## src/rtl/uart_rx_frame_parser.sv

```systemverilog
// Sync-hunting, length-prefixed, XOR-checked frame parser for a UART byte stream.
// Optional inter-byte timeout is enabled by defining UART_RX_FRAME_TIMEOUT_EN.
module uart_rx_frame_parser #(
  parameter int unsigned MAX_LEN     = 16,
  parameter logic [7:0]  SYNC_BYTE   = 8'hA5,
  parameter int unsigned TIMEOUT_CYC = 100000
) (
  input  logic       clk,
  input  logic       rst,
  input  logic [7:0] rx_data,
  input  logic       rx_valid,
  output logic [7:0] out_data,
  output logic       out_valid,
  output logic       out_last,
  input  logic       out_ready,
  output logic       frame_ok,
  output logic       frame_err,
  output logic [1:0] err_code
);

  localparam int unsigned LW = $clog2(MAX_LEN + 1);
  localparam int unsigned AW = (MAX_LEN > 1) ? $clog2(MAX_LEN) : 1;
  localparam logic [7:0] MaxLenByte = 8'(MAX_LEN);

  typedef enum logic [2:0] {StHunt, StLen, StPayload, StChk, StDrain} state_e;

  state_e        state_q;
  logic [LW-1:0] len_q, idx_q, rd_q;
  logic [7:0]    chk_acc_q;
  logic [7:0]    buffer [MAX_LEN];

  logic [LW-1:0] len_m1, rd_nxt;
  logic [AW-1:0] wr_addr, rd_addr;
  logic [7:0]    rd_byte;
  logic          tmo_hit;

  assign len_m1  = len_q - LW'(1);
  assign rd_nxt  = rd_q + LW'(1);
  assign wr_addr = idx_q[AW-1:0];
  // Outside DRAIN the read port prefetches entry 0 for the first beat.
  assign rd_addr = (state_q == StDrain) ? rd_nxt[AW-1:0] : '0;
  assign rd_byte = buffer[rd_addr];

  // Payload storage needs no reset; contents are only read after being written.
  always_ff @(posedge clk) begin
    if (state_q == StPayload && rx_valid) begin
      buffer[wr_addr] <= rx_data;
    end
  end

`ifdef UART_RX_FRAME_TIMEOUT_EN
  localparam int unsigned TW = $clog2(TIMEOUT_CYC + 1);
  localparam logic [TW-1:0] TmoLast = TW'(TIMEOUT_CYC - 1);

  logic [TW-1:0] tmo_q;
  logic          timed;

  assign timed   = (state_q == StLen) || (state_q == StPayload) || (state_q == StChk);
  assign tmo_hit = timed && !rx_valid && (tmo_q == TmoLast);

  // Every entry into a timed state happens on rx_valid, so clearing on rx_valid covers entry.
  always_ff @(posedge clk or negedge rst) begin
    if (!rst) begin
      tmo_q <= '0;
    end else if (rx_valid || !timed || tmo_hit) begin
      tmo_q <= '0;
    end else begin
      tmo_q <= tmo_q + TW'(1);
    end
  end
`else
  assign tmo_hit = 1'b0;
`endif

  always_ff @(posedge clk or negedge rst) begin
    if (!rst) begin
      state_q   <= StHunt;
      len_q     <= '0;
      idx_q     <= '0;
      rd_q      <= '0;
      chk_acc_q <= '0;
      out_data  <= '0;
      out_valid <= 1'b0;
      out_last  <= 1'b0;
      frame_ok  <= 1'b0;
      frame_err <= 1'b0;
      err_code  <= '0;
    end else begin
      frame_ok  <= 1'b0;
      frame_err <= 1'b0;
      unique case (state_q)
        StHunt: begin
          if (rx_valid && rx_data == SYNC_BYTE) begin
            state_q <= StLen;
          end
        end
        StLen: begin
          if (rx_valid) begin
            len_q     <= LW'(rx_data);
            chk_acc_q <= rx_data;
            idx_q     <= '0;
            if (rx_data == 8'd0 || rx_data > MaxLenByte) begin
              frame_err <= 1'b1;
              err_code  <= 2'b01;
              state_q   <= StHunt;
            end else begin
              state_q <= StPayload;
            end
          end
        end
        StPayload: begin
          if (rx_valid) begin
            chk_acc_q <= chk_acc_q ^ rx_data;
            idx_q     <= idx_q + LW'(1);
            if (idx_q == len_m1) begin
              state_q <= StChk;
            end
          end
        end
        StChk: begin
          if (rx_valid) begin
            if (rx_data == chk_acc_q) begin
              frame_ok  <= 1'b1;
              rd_q      <= '0;
              out_valid <= 1'b1;
              out_data  <= rd_byte;
              out_last  <= (len_q == LW'(1));
              state_q   <= StDrain;
            end else begin
              frame_err <= 1'b1;
              err_code  <= 2'b10;
              state_q   <= StHunt;
            end
          end
        end
        StDrain: begin
          // Bytes arriving while draining are dropped, even on the final beat.
          if (rx_valid) begin
            frame_err <= 1'b1;
            err_code  <= 2'b11;
          end
          if (out_valid && out_ready) begin
            if (out_last) begin
              out_valid <= 1'b0;
              out_last  <= 1'b0;
              out_data  <= '0;
              state_q   <= StHunt;
            end else begin
              rd_q     <= rd_nxt;
              out_data <= rd_byte;
              out_last <= (rd_nxt == len_m1);
            end
          end
        end
        default: state_q <= StHunt;
      endcase
      if (tmo_hit) begin
        frame_err <= 1'b1;
        err_code  <= 2'b11;
        state_q   <= StHunt;
      end
    end
  end

endmodule

```

## config.mk

```make
export PLATFORM = sky130hd
export DESIGN_NAME = uart_rx_frame_parser
export DESIGN_NICKNAME = d
export VERILOG_FILES = /design/src/rtl/uart_rx_frame_parser.sv
export SDC_FILE = /design/constraint.sdc
export NUM_CORES = 1
export LEC_CHECK = 0
export ABC_AREA = 0
export CORE_MARGIN = 1.5
export CORE_UTILIZATION = 60
export DETAILED_ROUTE_END_ITERATION = 10
export GPL_TIMING_DRIVEN = 0
export PLACE_DENSITY = 0.74
export SLEW_MARGIN = 20
export SYNTH_ARGS = -nofsm -noshare
export SYNTH_HDL_FRONTEND = slang
export SYNTH_SLANG_ARGS = --single-unit
export TNS_END_PERCENT = 1
```

## constraint.sdc

```tcl
create_clock -name clk -period 3 [get_ports clk]
set_clock_uncertainty 0.1 [all_clocks]
set_input_delay 0.3 -clock clk [delete_from_list [all_inputs] [get_ports clk]]
set_output_delay 0.3 -clock clk [all_outputs]
set_load 0.02 [all_outputs]
```

After elaboration in Yosys (flattened, before gate mapping)
Memory sizes are Yosys's and may differ from the RTL's.
Index checks and enable logic that the tools add are counted.

storage, ports and cells
  RAM bits = 128
  logic and storage cells = 108
  memories = 1
  register bits = 40
  output and inout port bits = 14

memory list
  memory  depth  bits a word  read ports  clocked after Yosys merged registers in  wr ports  RTL line  RTL
  buffer  16     8            1           0                                        1         30        logic [7:0] buffer [MAX_LEN];

cells by class
  reduce and logical (&&, ||, !) cells = 16
  magnitude comparators = 1
  equality and inequality tests = 21
  bitwise operators = 1
  multiplexer cells = 54
  add/subtract/negate cells = 3

operator list
  cell                                                            count
  2-to-1 mux 8 bit                                                6
  one-hot mux 8 bit (2 select lines)                              2
  2-to-1 mux 5 bit                                                6
  2-to-1 mux 3 bit                                                8
  inequality test 2 bit (second input constant)                   10
  one-hot mux 5 bit (2 select lines)                              2
  2-to-1 mux 1 bit                                                18
  one-hot mux 3 bit (5 select lines)                              1
  2-to-1 mux 2 bit                                                6
  adder 5 x 1 -> 5 bit (second input constant)                    2
  equality test 5 bit                                             2
  AND reduction 5 bit                                             2
  equality test 8 bit                                             1
  equality test 8 bit (second input constant)                     1
  greater-than comparator 8 x 5 -> 1 bit (second input constant)  1
  logical NOT 8 bit                                               1
  bitwise XOR 8 bit                                               1
  AND reduction 7 bit                                             1
  equality test 3 x 2 -> 1 bit (second input constant)            2
  one-hot mux 2 bit (3 select lines)                              1
  AND reduction 6 bit                                             1
  equality test 5 x 1 -> 1 bit (second input constant)            1
  subtractor 5 x 1 -> 5 bit (second input constant)               1
  2-to-1 mux 4 bit                                                1
  other kinds (13)                                                18

Depth between registers and ports, before layout
An unclocked memory read counts as a cell.

  word-level depth = 6
  mapped depth = 9

Least setup slack after synthesis
OpenSTA, ideal clock, no wires.

  path kind = flip-flop to flip-flop
  start point = register state_q[0]
  end point = memory buffer[3][0], enable pin
  arrival = 1.767 ns
  required time = 2.517 ns
  path buffers = 1
  cell stages (with the launch flop) = 5
  clock period less this slack = 2.250 ns
  path slack = 0.750 ns
  setup time = 0.383 ns
  cells stage by stage = dfrtp_1 > buf_2 > nor3_1 > nand2_1 > nor3_1

on the way
  longest elaborated chain between the ends = 4

ends and longest elaborated chain
  element                                 RTL line  RTL
  start: declaration                      27        state_e state_q;
  start signal: assignment                77        state_q <= StHunt;
  start signal: assignment                94        state_q <= StLen;
  start signal: assignment                105       state_q <= StHunt;
  equality test 3 x 2 -> 1 bit            46        if (state_q == StPayload && rx_valid) begin
  logical AND 1 bit                       46
  2-to-1 mux 1 bit                        46
  2-to-1 mux 1 bit (not written as such)  47        buffer[wr_addr] <= rx_data;
  end: declaration                        30

No other way between the ends.

Final worst setup path
  start point = register rd_q[1]
  end point = register out_data[4]

on the way
  longest elaborated chain between the ends = 6
  elaborated cells on any way between the ends = 8
  classes of those cells = add/sub: 1; mux: 6; memory: 1

ends and longest elaborated chain
  element                               RTL line  RTL
  start: declaration                    28        logic [LW-1:0] len_q, idx_q, rd_q;
  start signal: assignment              149       rd_q <= rd_nxt;
  adder 5 x 1 -> 5 bit *                38        assign rd_nxt = rd_q + LW'(1);
  2-to-1 mux 4 bit *                    41        assign rd_addr = (state_q == StDrain) ? rd_nxt[AW-1:0] : '0;
  memory read (16 x 8 bit) *            n/a
  2-to-1 mux 8 bit (on tied branches)   143, 122
  2-to-1 mux 8 bit (on tied branches)   142, 121
  one-hot mux 8 bit (2 select lines) *  91        unique case (state_q)
  end signal: assignment                126       out_data <= rd_byte;
  end signal: assignment                150       out_data <= rd_byte;
  end: declaration                      12        output logic [7:0] out_data,

Mark *: on every way between the ends. The rest lies on a longest branch, timed or not. The select of a mux whose other input is x is not followed.
A chain may end at the register's enable or synchronous reset.

==> impl_metrics.toml <==
[power]
power.density_nw_per_um2 = 655
finalPower_w = 0.00550
leakagePower_nw = 2.87
ir_drop_uv = 456

[clock_tree]
clock_sinks = 168
cts.root.buffer_cell = "clkbuf_16"
htreeDepth = 4
cts.reportedPaths.clkPinSlew_ns = 0.06
clk_path_buf_depth = 2
cts_tree = "done"
insertion_delay_ns = 0.43
cts_made_buffers = 17

[place]
gp_congestion = 0.860
placed_cell_area_um2 = 7850
portBuffers = 24
hpwl_mm = 11.0

[global_route]
gr-usage-all-layers_pct = 28.2
antenna_found_initial = 0
grt_pass1_vias = 4750
grt-ovfl-total = 0
grt_pass1_wl_mm = 26.5
grt_start_max_net_pins = 24

[layout]
area_delta_synth_final_pct = 13.8
num-nets-final = 611
stdcell_area_um2 = 8400
postLayoutCoreUtil_pct = 69.9
antenna_cells = 0
drive_above_1_share_pct = 12.4

[sta]
period_needed_ns = 2.91
finalCritPeriodShare_pct = 97.0
hold_viol = 0
timing.hold.ws_ns = 0.114
max_slew.worst_pin.slew_ns = 1.04
drv_slew = 0
rsz0062_at_grt = "false"
max_freq_mhz = 344
slew_headroom_pct = 30.4
setup_viol = 0

[synthesis]
synth_edf_count = 128
synth-main-ff-cell = "edfxtp_1"
yosysSeqAreaShare_pct = 65.6
synth_fp_nets = 566
synth.cell_area_um2 = 7380
postSynthCellCount = 547
synthAdderAreaFrac_pct = 1.19
synth_top_family_by_area = "simple AND/OR/NAND/NOR gates"
yosys.area_share.simple_pct = 11.0
synthMuxAreaShare_pct = 6.00
yosysWarnings = 0
synth.most_common_cell = "edfxtp_1"
yosysTopAreaCell = "edfxtp_1"
ys_seq_elements = 168
synth-compound-area-share_pct = 9.46
async_flop_share_pct = 23.8
synth.top_cells.by_count = "128 x edfxtp_1, 60 x nand2_1, 40 x dfrtp_1, 30 x nor2_1, 25 x a21oi_1"
synth.distinct_cells = 54
synth_area_leaders = "edfxtp_1 52%, dfrtp_1 14%, nand2_1 3.1%, mux4_2 2.4%, xor2_1 2.4%"
netlist.area_leader.share_pct = 52.1
postSynthAreaPerCell_um2 = 13.5
synth_xor_area_share_pct = 4.51

[route]
wl_met2_mm = 8.26
drcViolationCount = 0
dr.max_layer_used = "met4"
num_vias = 4782
ant_nets = 0
route.met3.wl_mm = 1.20
wl_per_cell_um = 22.8
vias_per_cell = 6.37
wl_met1_mm = 7.20
drt_wl_total_mm = 17.1
dr.pass1.iters = 5
drt-initial-drc-count = 610

[floorplanning]
fp-row-count = 40
dieArea_um2 = 13000
io_pins = 26
die_x_um = 114
fp.dieH_um = 114
fp.coreArea_um2 = 12000
start_util_pct = 61.4

[critical_path]
arrival_ns = 3.12
start_kind = "flop"
worstSetupEndpointType = "flop"
crit_path_max_fanout = 10
crit_type = "flop to flop"
critPathRequiredTime_ns = 3.21

[run]
drv_cap = 0

[outcome]
outcome = "finished, final reports clean"

[hold_path]
hold_class = "primary input to flop"
-- through the flow --
step	TNS [ns]	cells	setup slack (ns)
3_5_place_dp	-1.37	719	-0.168
4_1_cts	0	751	0.129
5_1_grt	0	751	0.00829
2_1_floorplan	0	547	0.750
6_report	0	751	0.0899
3_3_place_gp	-2.03	718	-0.111
-- layout make-up --
type	instances	area, um^2
fillers	838	3610
clock buffers	18	429
clock inverters	13	105
inverters	7	26.3
multi-input cells	340	2400
flip-flops and latches	168	4840
repair buffers	26	273
plain buffers	32	136
well taps	147	184
-- layout by cell type, fill, tap and decap left out, types with 8 or more instances in the layout --
master           count
edfxtp_1           128
nand2_1             60
dfrtp_1             40
nor2_1              30
a21oi_1             25
clkdlybuf4s50_1     23
xor2_1              20
nor3_1              18
clkbuf_1            18
xnor2_1             18
nand3_1             17
clkbuf_16           17
mux2i_1             15
buf_2               14
o31ai_1             11
a22o_1              10
mux2_2              10
a32oi_1              8
mux4_2               8
a22oi_1              8
-- path summary, 6_finish.rpt --
path / from / to / slack, ns / cells past startpoint
setup / recovery: rd_q[1] / out_data[4] / 0.09 / 8
hold / removal: rx_valid / state_q[0] / 0.11 / 2
setup reg to reg: rd_q[1] / out_data[4] / 0.09 / 8
hold reg to reg: err_code[0] / err_code[0] / 0.39 / 1
max in group asynchronous: rst / len_q[1] / 2.04 / 3
min in group asynchronous: rst / rd_q[2] / 0.27 / 2
-- power by group --
group	total [W]	internal, W	switching (W)
clock	0.00202	0.00113	0.000889
combinational	0.000724	0.000317	0.000407
sequential	0.00276	0.00264	0.000121
total	0.00550	0.00409	0.00142
-- timing repair --
action                                  CTS  global route
hold buffers                              1             0
gates resized for setup                   1             0
buffers inserted                          0             0
endpoints found under the setup margin    2             0
endpoints found under the hold margin    17             0
-- sequential cells by signal (all words and copies together) (netlist names), 2 cells and up --
signal     flops
idx_q          5
rd_q           5
err_code       2
buffer       128
len_q          5
out_data       8
state_q        3
chk_acc_q      8
-- cell families after synthesis --
logic type / after synthesis
AND/OR/NAND/NOR: 166
XOR/XNOR: 38
multiplexers: 33
AO/OA/AOI/OAI: 96
buffers and inverters: 39
adder cells (fa/ha/maj): 7
flip-flops: 168
-- worst max-delay path, cell delays in order, from the launching register on --
cell and delay [ns]:
dfrtp_1 0.41, ha_1 0.28, buf_2 0.20, buf_2 0.38, clkbuf_1 0.51, o31ai_1 0.23, a32oi_1 0.33, nand3_1 0.15
a22o_1 0.20
-- layer usage --
layer | up-vias | global-route usage (%)
li1 | 2150 | -
met1 | 2396 | 38.4
met2 | 194 | 44.9
met3 | 42 | 5.37
met4 | 0 | 12.7
met5 | - | 0
Note: power is estimated with default switching activity, not from simulation.
